File: src/rtl/sequenciador_musica.sv
// sequenciador_musica
//   Plays one song from the note memory and scores the player against it.
//   A start latches the song number and walks note addresses 0..15. Each
//   note is held for a window of TICKS_PER_NOTE cycles. During that window
//   the player buttons are compared against the current note. Every note
//   then scores as exactly one hit or one miss.
//
// Ports
//   clock, reset   single clock domain; synchronous active-high reset
//   iniciar        start request (honoured only in IDLE or DONE)
//   parar          abort request (wins over iniciar; ignored in IDLE)
//   select_musica  song choice, latched when a start is accepted
//   botoes         synchronised player buttons, one bit per note lane
//   nota_rom       note memory output, valid one cycle after address
//   address        note index presented to the memory
//   musica_sel     latched song number presented to the memory
//   nota_atual     note being played; 0 when nothing is playing
//   tocando        high while a song is in progress
//   nota_valida    one-cycle pulse after each note is scored
//   fim_musica     high once the whole song has been scored
//   acertos/erros  hit and miss counts (0..16)
//
// Handshake: there is no valid/ready pairing here. iniciar and parar are
// level requests sampled on every rising clock edge. nota_rom is trusted
// one cycle after address/musica_sel change (registered memory read).

module sequenciador_musica #(
    parameter int TICKS_PER_NOTE = 25_000_000
) (
    input  logic       clock,
    input  logic       reset,
    input  logic       iniciar,
    input  logic       parar,
    input  logic [2:0] select_musica,
    input  logic [6:0] botoes,
    input  logic [6:0] nota_rom,
    output logic [3:0] address,
    output logic [2:0] musica_sel,
    output logic [6:0] nota_atual,
    output logic       tocando,
    output logic       nota_valida,
    output logic       fim_musica,
    output logic [4:0] acertos,
    output logic [4:0] erros
);

    localparam int CW = $clog2(TICKS_PER_NOTE);

    typedef enum logic [2:0] {
        IDLE  = 3'd0,
        FETCH = 3'd1,
        LOAD  = 3'd2,
        PLAY  = 3'd3,
        SCORE = 3'd4,
        DONE  = 3'd5
    } state_t;

    state_t          state;
    state_t          state_next;
    logic [CW-1:0]   tick;
    logic            hit;

    wire last_tick = (tick == CW'(TICKS_PER_NOTE - 1));
    wire last_note = (address == 4'd15);

    // A press counts only if it is exactly the current note and that note
    // is a real note (0 means a rest that cannot be hit).
    wire match = (botoes == nota_atual) && (nota_atual != 7'd0);

    always_ff @(posedge clock) begin
        if (reset) begin
            state <= IDLE;
        end else begin
            state <= state_next;
        end
    end

    always_comb begin
        state_next = state;
        if (parar && state != IDLE) begin
            state_next = IDLE;
        end else begin
            case (state)
                IDLE:    if (iniciar && !parar) state_next = FETCH;
                FETCH:   state_next = LOAD;
                LOAD:    state_next = PLAY;
                PLAY:    if (last_tick) state_next = SCORE;
                SCORE:   state_next = last_note ? DONE : FETCH;
                DONE:    if (iniciar) state_next = FETCH;
                default: state_next = IDLE;
            endcase
        end
    end

    assign tocando = (state == FETCH) || (state == LOAD) ||
                     (state == PLAY)  || (state == SCORE);

    always_ff @(posedge clock) begin
        if (reset) begin
            address     <= 4'd0;
            musica_sel  <= 3'd0;
            nota_atual  <= 7'd0;
            nota_valida <= 1'b0;
            fim_musica  <= 1'b0;
            acertos     <= 5'd0;
            erros       <= 5'd0;
            tick        <= '0;
            hit         <= 1'b0;
        end else begin
            nota_valida <= 1'b0;
            if (parar) begin
                // Abort keeps the partial score and position visible.
                nota_atual <= 7'd0;
                fim_musica <= 1'b0;
            end else begin
                case (state)
                    IDLE, DONE: begin
                        if (iniciar) begin
                            musica_sel <= select_musica;
                            address    <= 4'd0;
                            acertos    <= 5'd0;
                            erros      <= 5'd0;
                            fim_musica <= 1'b0;
                        end
                    end
                    LOAD: begin
                        nota_atual <= nota_rom;
                        tick       <= '0;
                        hit        <= 1'b0;
                    end
                    PLAY: begin
                        tick <= tick + CW'(1);
                        // Sticky: later wrong presses never clear a hit.
                        if (match) hit <= 1'b1;
                    end
                    SCORE: begin
                        if (hit) acertos <= acertos + 5'd1;
                        else     erros   <= erros + 5'd1;
                        nota_valida <= 1'b1;
                        if (last_note) begin
                            nota_atual <= 7'd0;
                            fim_musica <= 1'b1;
                        end else begin
                            address <= address + 4'd1;
                        end
                    end
                    default: ;
                endcase
            end
        end
    end

endmodule

File: config.mk
export PLATFORM = sky130hd
export DESIGN_NAME = sequenciador_musica
export DESIGN_NICKNAME = d
export VERILOG_FILES = /design/src/rtl/sequenciador_musica.sv
export SDC_FILE = /design/constraint.sdc
export NUM_CORES = 1
export LEC_CHECK = 0
export CAP_MARGIN = 20
export CORE_ASPECT_RATIO = 0.5
export CORE_UTILIZATION = 52
export CTS_BUF_LIST = sky130_fd_sc_hd__clkbuf_8 sky130_fd_sc_hd__clkbuf_16
export DETAILED_ROUTE_END_ITERATION = 8
export PLACE_DENSITY = 0.86
export SYNTH_ARGS = -nofsm -noshare
export SYNTH_HDL_FRONTEND = slang
export SYNTH_SLANG_ARGS = --single-unit
File: constraint.sdc
create_clock -name clock -period 2.54 [get_ports clock]
set_clock_uncertainty 0.05 [all_clocks]
set_input_delay 0.381 -clock clock [delete_from_list [all_inputs] [get_ports clock]]
set_output_delay 0.381 -clock clock [all_outputs]
set_load 0.03 [all_outputs]
# Yosys cells after proc, flatten, opt, wreduce, memory -nomap -nowiden
# Index checks and enable logic that the tools add are counted.
# totals
reg_bits,55
output_inout_bits,27
elab_cells,79
# op_classes
reduce_logical,25
n_bitwise,1
n_addsub,4
eq_ne,17
n_mux,22
# op_table
op,n
case mux 25 bit (2 select lines),1
"adder 25 x 1 -> 25 bit, second input constant",1
"== test 25 bit, second input constant",1
case mux 5 bit (2 select lines),2
"!= test 2 bit, second input constant",9
case mux 3 bit (6 select lines),1
2-to-1 mux 5 bit,3
case mux 7 bit (2 select lines),1
2-to-1 mux 3 bit,4
AND reduction 3 bit,4
AND reduction 4 bit,3
"adder 5 x 1 -> 5 bit, second input constant",2
2-to-1 mux 4 bit,2
case mux 4 bit (2 select lines),1
== test 7 bit,1
2-to-1 mux 7 bit,1
nonzero test 7 bit,1
"== test 3 x 2 -> 1 bit, second input constant",2
"== test 3 bit, second input constant",2
nonzero test 2 bit,3
OR reduction 2 bit,3
"adder 4 x 1 -> 4 bit, second input constant",1
"== test 4 bit, second input constant",1
2-to-1 mux 1 bit,4
9 further kinds,15

# Depth between registers and ports, before layout
# Gate-level depths: netlist of the first run.
# depth
word_depth,4
ltp_mapped,7

# Worst setup path after synthesis of the first run
# OpenSTA, ideal clock, no wires.
# synth_path
path_kind,input port to flip-flop
from,in parar
to,reg tick[16]
path_slack_ns,0.337
arrival_ns,2.027
cell_stages,7
required_time_ns,2.364
path_cell_list,buf_6 or3b_1 buf_6 or4_4 nor4_4 xnor2_1 nor2_2
# synth_via
elab_chain_len,2
# synth_lines
item,line_no,source
from (decl),33,"input logic parar,"
inverter 1 bit (no line),n/a,
AND reduction 2 bit (no line),n/a,
to (signal assigned),132,tick <= tick + CW'(1);
to (decl),60,logic [CW-1:0] tick;
# Every way passes these cells.
# A chain may end at the register's enable or synchronous reset.

# Final worst setup path of the first run
# layout_path
from,reg state[0]
to,out tocando
# layout_via
elab_chain_len,4
elab_cells_between_ends,7
cone_classes,eq/ne (4); reduce/logical (3)
# layout_lines
item,line_no,source
from (decl),58,state_t state;
from (signal assigned),74,state <= state_next;
== test 3 x 1 -> 1 bit or == test 3 x 2 -> 1 bit (tied branches),95,assign tocando = (state == FETCH) || (state == LOAD) ||
logical OR 1 bit (2 in a row),95,
logical OR 1 bit *,96,(state == PLAY) || (state == SCORE);
to (decl),40,"output logic tocando,"
# Mark *: on every way between the ends. The rest lies on a longest branch, timed or not.

==> results of run 1 <==
[cell type report]
class / instances / area (sq um)
clock buffers: 5 / 68.8
clock inverters: 3 / 12.5
fillers: 358 / 1330
inverters: 4 / 15.0
multi-input cells: 232 / 1460
flip-flops and latches: 55 / 1100
well taps: 66 / 82.6
repair buffers: 58 / 553
[metal layers]
metal	global-route usage (%)	vias up	wire length, microns
met2	43.6	82	2970
li1	-	1167	-
met1	31.5	1132	2660
met4	8.57	0	76
met3	5.20	9	377
met5	0	-	0
[state kept, by name (all words and copies together) (netlist names), 3 cells and up]
signal      flops
musica_sel      3
state           3
nota_atual      7
acertos         5
erros           5
address         4
tick           25
[synthesized netlist by cell type (2+ instances only)]
cell,count
nand2b_1,7
nor4_4,3
a211oi_1,2
or2_2,2
nor3b_1,3
nor4_1,3
inv_1,4
nor2b_1,2
clkbuf_1,8
and3_1,2
nand2_1,17
dfxtp_1,55
o22ai_1,2
nand3_1,19
a21oi_1,18
or3_1,4
nor4b_1,3
xor2_1,16
nand4_1,9
nor2_1,48
o21ai_0,10
nor3_1,9
and4_1,2
xnor2_1,19
ha_1,4
a22oi_1,7
a32o_1,2
buf_6,2
nor2_2,2
or3b_2,2
mux2i_1,3
[critical path: stages, from the launching register on]
cell	delay, ns
dfxtp_1	0.60
nor2_1	0.12
xnor2_1	0.17
clkdlybuf4s50_1	0.69
[path summary, 6_finish.rpt]
check	from	to	slack (ns)	cells past startpoint
min	tick[1]	tick[1]	0.43	2
max reg2reg	state[0]	state[0]	0.39	5
max	state[0]	tocando	0.22	3
min reg2reg	tick[1]	tick[1]	0.43	2
[kinds of logic (layout without fill, tap and decap cells)]
| kind of cell | count (synthesis) | after routing |
|---|---|---|
| fa+ha+maj | 4 | 4 |
| flops | 55 | 55 |
| simple gates | 144 | 144 |
| compound gates | 46 | 46 |
| mux | 3 | 3 |
| xor+xnor | 35 | 35 |
| buf+inv | 15 | 70 |
[report_power, final]
group | total (mW) | internal (mW) | switching [mW]
Sequential | 0.870 | 0.866 | 0.00481
Combinational | 0.116 | 0.0588 | 0.0569
Clock | 0.462 | 0.186 | 0.275
Total | 1.45 | 1.11 | 0.337
[per-stage QoR]
stage | area (sq um) | setup WS, ns | power (mW)
2_1_floorplan | 2630 | 0.337 | 0.947
3_3_place_gp | 3210 | 0.105 | 1.00
3_5_place_dp | 3210 | -0.0263 | 1.01
4_1_cts | 3290 | 0.227 | 1.45
5_1_grt | 3290 | 0.101 | 1.50
6_report | 3290 | 0.222 | 1.45
==> metrics.cfg, run 1 <==
[global_routing]
grt_pass1_wl_mm=10.3
first_global_vias=2318
grtUsageTotal_pct=25.2
grt_start_max_net_pins=19
antenna_found_initial=0
grt_overflow=0

[synth]
synth-edff-count=0
synth_top_family_by_area=simple AND/OR/NAND/NOR gates
synth-simple-area-share_pct=30.0
synth_area_leaders=dfxtp_1 (42%), nor2_1 (6.9%), xnor2_1 (6.3%), xor2_1 (5.3%), nand3_1 (3.6%)
yosysUniqueCellTypes=44
synthAdderAreaFrac_pct=1.90
syn_nets=327
synth_ff_type=dfxtp_1
synth_warnings=0
async_flop_share_pct=0
syn-instance-count=302
synth_area_sq_um=2630
syn_avg_cell_area_sq_um=8.70
ys_ff_latch=55
muxShareOfSynthArea_pct=1.14
synth_compound_area_share_pct=10.6
synth_xor_area_share_pct=11.7
synth_largest_area_cell=dfxtp_1
yosysTopAreaCellShare_pct=41.9
synth_seq_area_share_pct=41.9

[flow_run]
drv_cap=0

[status]
status=complete, no violations

[drt]
route.vias.total=2390
postRouteAntennaNets=0
via_per_inst=5.65
drt_iter0_drc=138
drt-total-wl_mm=6.08
post-route-drc-count=0
drt_pass1_iterations=5
post_drt_wl_per_cell_microns=14.4

[floorplan]
dieWidth_microns=103
initial_core_util_pct=56.9
fp-row-count=17
coreArea_sq_um=4620
fp.dieArea_sq_um=5360
die_h_microns=52.3
io_pins=48

[cts]
cts_sinks=55
cts_root_buf=clkbuf_8
cts_buffer_depth=2
cts_buffers=5
clk_pin_slew_ns=0.09
hold_buffers=0
tritoncts=built
cts_setup_buffers=0
clock_latency_ns=0.31
cts_htree_levels=2
post_cts_resized=0

[critical_path]
crit_type=register to primary output
start_kind=register
worst_ep_required_time_ns=2.11
critPathArrivalTime_ns=1.89
path_max_fanout=12
worstSetupEndpointType=primary output

[place]
hpwl_mm=4.57
place.gp.congestion=0.836
dp_cells=415
portBuffers=47

[hold_path]
min_path_type=register to register

[cells_and_area]
final_cell_mix=dfxtp_1 (55), nor2_1 (48), clkdlybuf4s50_1 (47), xnor2_1 (19), nand3_1 (19)
area_growth_pct=25.1
stdcell_count=423
layout_commonest_cell=dfxtp_1
fin_util_pct=71.2
nets=381
drive_above_1_share_pct=8.12
n_antenna_cell=0

[sta]
slew_viol_final=0
slew_headroom_pct=37.7
whs_ns=0.431
setup_viol=0
finalCritPeriodShare_pct=91.3
final.setup.tns_ns=0
rsz0062_at_grt=false
tightestPinTransition_ns=0.932
finalCriticalPeriod_ns=2.32
fmax_mhz=431
finalHoldViolations=0

[pwr]
p_per_area_nw_per_um2=440
p_leak_nw=1.15
peakVddDrop_mv=0.220

Power figures use the tool's default switching activity.
==> run 2: changes to the inputs <==
Settings changed: CELL_PAD_IN_SITES_DETAIL_PLACEMENT set to 0, CELL_PAD_IN_SITES_GLOBAL_PLACEMENT set to 1, CORE_UTILIZATION 52 to 39.
==> metrics.cfg, run 2 (synthesis results as in run 1) <==
[cts]
cts_buffers=5  ; unchanged
clk_pin_slew_ns=0.07  ; was 0.09 ns
tritoncts=built  ; unchanged
cts_sinks=55  ; unchanged
cts_setup_buffers=0  ; unchanged
hold_buffers=0  ; unchanged
cts_buffer_depth=2  ; unchanged
post_cts_resized=0  ; unchanged
cts_htree_levels=2  ; unchanged
clock_latency_ns=0.29  ; was 0.31 ns
cts_root_buf=clkbuf_16  ; was clkbuf_8

[place]
pre_cts_ws_ns=0.0848  ; was -0.0263 ns
place.gp.congestion=0.830  ; was 0.836
portBuffers=47  ; unchanged
hpwl_mm=4.38  ; was 4.57 mm

[critical_path]
cp_cell_sequence=nor2_1 > xnor2_1 > clkdlybuf4s50_1  ; unchanged
crit_type=register to primary output  ; unchanged
slowest_delay_ns=0.70  ; was 0.69 ns
worst_ep_required_time_ns=2.11  ; about the same
start_kind=register  ; unchanged
cp_num_buf_inv=1  ; unchanged
worstSetupEndpointType=primary output  ; unchanged
path_max_fanout=12  ; unchanged
crit_slowest_cell=clkdlybuf4s50_1  ; unchanged
cpLargestDelayFamily=buffers and inverters  ; unchanged
critPathArrivalTime_ns=1.89  ; about the same

[floorplan]
coreArea_sq_um=6280  ; was 4620 sq um
io_pins=48  ; unchanged
dieWidth_microns=118  ; was 103 microns
die_h_microns=60.0  ; was 52.3 microns
initial_core_util_pct=41.8  ; was 56.9%
fp-row-count=20  ; was 17
fp.dieArea_sq_um=7090  ; was 5360 sq um

[global_routing]
grt_start_max_net_pins=17  ; was 19
grtUsageTotal_pct=18.0  ; was 25.2%
first_global_vias=2161  ; was 2318
grt_overflow=0  ; unchanged
grt_pass1_wl_mm=10.2  ; was 10.3 mm
antenna_found_initial=0  ; unchanged

[drt]
drt_iter0_drc=144  ; was 138
drt-total-wl_mm=5.96  ; was 6.08 mm
via_per_inst=5.17  ; was 5.65
postRouteAntennaNets=0  ; unchanged
route.vias.total=2307  ; was 2390
post-route-drc-count=0  ; unchanged
drt_pass1_iterations=4  ; was 5
post_drt_wl_per_cell_microns=13.4  ; was 14.4 microns

[cells_and_area]
reg_top3=tick (25), nota_atual (7)  ; unchanged
drive_above_1_share_pct=8.94  ; was 8.12%
n_antenna_cell=0  ; unchanged
final_cell_mix=dfxtp_1 (55), nor2_1 (48), clkdlybuf4s50_1 (47), xnor2_1 (19), nand3_1 (19)  ; unchanged
layout_commonest_cell=dfxtp_1  ; unchanged
top_register=tick  ; unchanged
area_growth_pct=29.5  ; was 25.1%
fin_util_pct=54.2  ; was 71.2%
largest_reg_flops=25  ; unchanged
nets=382  ; was 381

[sta]
finalCriticalPeriod_ns=2.32  ; about the same
worst_slack_ns=0.221  ; was 0.222 ns
finalCritPeriodShare_pct=91.3  ; about the same
slew_viol_final=0  ; unchanged
finalHoldViolations=0  ; unchanged
final.setup.tns_ns=0  ; unchanged
fmax_mhz=431  ; about the same
rsz0062_at_grt=false  ; unchanged
setup_viol=0  ; unchanged
slew_headroom_pct=32.3  ; was 37.7%
tightestPinTransition_ns=1.01  ; was 0.932 ns

[pwr]
p_leak_nw=1.18  ; was 1.15 nW
p_per_area_nw_per_um2=504  ; was 440 nW/um^2
peakVddDrop_mv=0.336  ; was 0.220 mV
design_power_total_mw=1.72  ; was 1.45 mW

[flow_run]
drv_cap=0  ; unchanged

[status]
status=complete, no violations  ; unchanged

[hold_path]
min_path_type=register to register  ; unchanged

-- run 2: cell types whose count changed in the layout (fill, tap and decap cells not counted), sizes merged --
cell / delta
clkbuf: +2
inv: -2
buf: +1
clkinv: -1
clkinvlp: +1
-- run 2: worst paths after layout --
check / start / end / slack [ns] / cells after the start
min: tick[1] / tick[1] / 0.43 / 2
max: state[0] / tocando / 0.22 / 3
max reg2reg: state[1] / nota_atual[4] / 0.39 / 5
min reg2reg: tick[1] / tick[1] / 0.43 / 2
-- run 2: per-layer routing --
metal | vias to the layer above | global-route usage (%) | routed length (microns) | part of all wire (%)
met3 | 2 | 3.63 | 140 | 2.3
met5 | - | 0 | 0 | 0
met1 | 1106 | 23.1 | 2920 | 49
li1 | 1178 | - | - | -
met2 | 21 | 32.3 | 2890 | 48
met4 | 0 | 3.48 | 19 | 0.32
-- run 2: worst reg2reg max path: stages, from the launching register on --
cell and delay [ns]:
dfxtp_1 0.32, buf_4 0.16, nor3b_1 0.84, nor2_1 0.35, a22oi_1 0.24, nor2_1 0.06
-- run 2: through the flow --
stage | instances | instance area, sq um | hold WS (ns)
after floorplan | 302 | 2630 | 0.399
after global placement | 438 | 3240 | 0.417
after detailed placement | 438 | 3240 | 0.420
after CTS | 446 | 3400 | 0.429
after global routing | 446 | 3400 | 0.450
final | 446 | 3400 | 0.428
-- run 2: report_power, final --
part | total [mW] | switching [mW] | internal (mW)
combinational | 0.118 | 0.0576 | 0.0599
clock | 0.727 | 0.307 | 0.420
sequential | 0.871 | 0.00493 | 0.866
total | 1.72 | 0.370 | 1.35
-- run 2: cell type report --
type	count	area [sq um]
sequential	55	1100
multi-input combinational	232	1460
tap	88	110
timing repair buffer	59	561
inverter	4	15.0
clock inverter	1	7.51
clock buffer	7	153
fill	578	2880
==> run 3: changes to the inputs <==
Settings changed: CORE_MARGIN set to 1.5.
==> metrics.cfg, run 3 (synthesis results as in run 1) <==
[sta]
setup_viol=0  ; unchanged
whs_ns=0.439  ; was 0.428 ns
tightestPinTransition_ns=0.985  ; was 1.01 ns
rsz0062_at_grt=false  ; unchanged
slew_viol_final=0  ; unchanged
finalCriticalPeriod_ns=2.31  ; was 2.32 ns
finalCritPeriodShare_pct=91.0  ; was 91.3%
worst_slack_ns=0.228  ; was 0.221 ns
final.setup.tns_ns=0  ; unchanged
fmax_mhz=432  ; was 431 MHz
finalHoldViolations=0  ; unchanged
slew_headroom_pct=34.2  ; was 32.3%

[cells_and_area]
nets=381  ; was 382
final_cell_mix=dfxtp_1 (55), nor2_1 (48), clkdlybuf4s50_1 (47), xnor2_1 (19), nand3_1 (19)  ; unchanged
top_register=tick  ; unchanged
fillers=593  ; was 578
drive_above_1_share_pct=8.68  ; was 8.94%
ff_latch_area_sq_um=1100  ; unchanged
n_antenna_cell=0  ; unchanged
stdcell_count=445  ; was 446
multiInputGateArea_sq_um=1460  ; unchanged
layout_commonest_cell=dfxtp_1  ; unchanged
largest_reg_flops=25  ; unchanged
area_growth_pct=28.8  ; was 29.5%
reg_top3=tick (25), nota_atual (7)  ; unchanged

[floorplan]
fp-row-count=20  ; unchanged
dieWidth_microns=119  ; was 118 microns
die_h_microns=61.0  ; was 60.0 microns
coreArea_sq_um=6280  ; unchanged
fp.dieArea_sq_um=7270  ; was 7090 sq um
io_pins=48  ; unchanged
initial_core_util_pct=41.8  ; unchanged

[place]
dp_cells=437  ; was 438
place.gp.congestion=0.804  ; was 0.830
portBuffers=47  ; unchanged
hpwl_mm=4.40  ; was 4.38 mm
pre_cts_ws_ns=0.0795  ; was 0.0848 ns

[status]
status=complete, no violations  ; unchanged

[drt]
postRouteAntennaNets=0  ; unchanged
via_per_inst=5.23  ; was 5.17
drt-total-wl_mm=5.97  ; was 5.96 mm
drt_pass1_iterations=4  ; unchanged
route.vias.total=2328  ; was 2307
post_drt_wl_per_cell_microns=13.4  ; about the same
drt_iter0_drc=73  ; was 144
post-route-drc-count=0  ; unchanged

[pwr]
p_switching_mw=0.379  ; was 0.370 mW
p_per_area_nw_per_um2=494  ; was 504 nW/um^2
p_leak_nw=1.17  ; was 1.18 nW
combPwrFrac_pct=6.9  ; about the same
design_power_total_mw=1.67  ; was 1.72 mW
seq_power_share_pct=52.0  ; was 50.8%
p_sw_share_pct=22.7  ; was 21.5%
clockPowerShare_pct=41.0  ; was 42.4%
intPower_mw=1.29  ; was 1.35 mW
peakVddDrop_mv=0.294  ; was 0.336 mV

[critical_path]
crit_path_start=state[0]  ; unchanged
worstSetupEndpointType=primary output  ; unchanged
cp_cell_sequence=nor2_1 > xnor2_1 > clkdlybuf4s50_1  ; unchanged
path_max_fanout=12  ; unchanged
rr_startpoint=state[1]  ; unchanged
crit_type=register to primary output  ; unchanged
slowest_delay_ns=0.71  ; was 0.70 ns
crit_slowest_cell=clkdlybuf4s50_1  ; unchanged
start_kind=register  ; unchanged
worst_ep_required_time_ns=2.11  ; about the same
rr_worst_depth=5  ; unchanged
critPathArrivalTime_ns=1.88  ; was 1.89 ns

[global_routing]
grt_overflow=0  ; unchanged
first_global_vias=2156  ; was 2161
grtUsageTotal_pct=17.1  ; was 18.0%
grt_start_max_net_pins=20  ; was 17
grt_pass1_wl_mm=10.0  ; was 10.2 mm
antenna_found_initial=0  ; unchanged

[cts]
tritoncts=built  ; unchanged
post_cts_resized=0  ; unchanged
cts_buffer_depth=2  ; unchanged
cts_buffers=5  ; unchanged
cts_htree_levels=2  ; unchanged
hold_buffers=0  ; unchanged
cts_setup_buffers=0  ; unchanged
clock_latency_ns=0.29  ; about the same
cts_sinks=55  ; unchanged
clk_pin_slew_ns=0.07  ; about the same
cts_root_buf=clkbuf_16  ; unchanged

[hold_path]
hold_depth=2  ; unchanged
min_path_type=register to register  ; unchanged
min_from=tick[1]  ; unchanged

[flow_run]
drv_cap=0  ; unchanged

-- run 3: cell types whose count changed in the layout (fill, tap and decap cells not counted), sizes merged --
cell    previous run  this run
buf               12        11
clkbuf             7         5
clkinv             0         2
-- run 3: area by class of cell --
class / instances / area share (%)
clock buffers: 5 / 3.70
clock inverters: 3 / 0.739
inverters: 4 / 0.444
multi-input cells: 232 / 43.0
flip-flops and latches: 55 / 32.5
well taps: 88 / 3.25
repair buffers: 58 / 16.3
-- run 3: worst max-delay path: cells and delay by family (launching register included) --
family / cells / cell delay [ns]
flops: 1 / 0.59
xor+xnor: 1 / 0.18
buf+inv: 1 / 0.71
simple gates: 1 / 0.12
-- run 3: through the flow --
| step | cell area, sq um | utilization [%] |
|---|---|---|
| 6_report | 3380 | 53.9 |
| 5_1_grt | 3380 | 53.9 |
| 4_1_cts | 3380 | 53.9 |
| 3_5_place_dp | 3230 | 51.5 |
| 3_3_place_gp | 3230 | 51.5 |
| 2_1_floorplan | 2630 | - |
-- run 3: per-layer routing --
layer	vias to the layer above	routed length (microns)	track usage, %
met5	-	0	0
met4	0	47	3.96
met3	5	150	3.15
met2	32	2820	30.9
met1	1116	2940	22.0
li1	1175	-	-
-- run 3: power groups by stage --
stage / registers, mW / clock network, mW / logic, mW
floorplan: 0.894 / 0 / 0.0530
detailed placement: 0.890 / 0 / 0.116
global route: 0.871 / 0.737 / 0.124
CTS: 0.870 / 0.703 / 0.116
global placement: 0.890 / 0 / 0.113
finish: 0.870 / 0.687 / 0.116
-- run 3: final timing paths --
check,to,slack (ns)
max,tocando,0.23
min,tick[1],0.44
max reg2reg,nota_atual[4],0.43
min reg2reg,tick[1],0.44
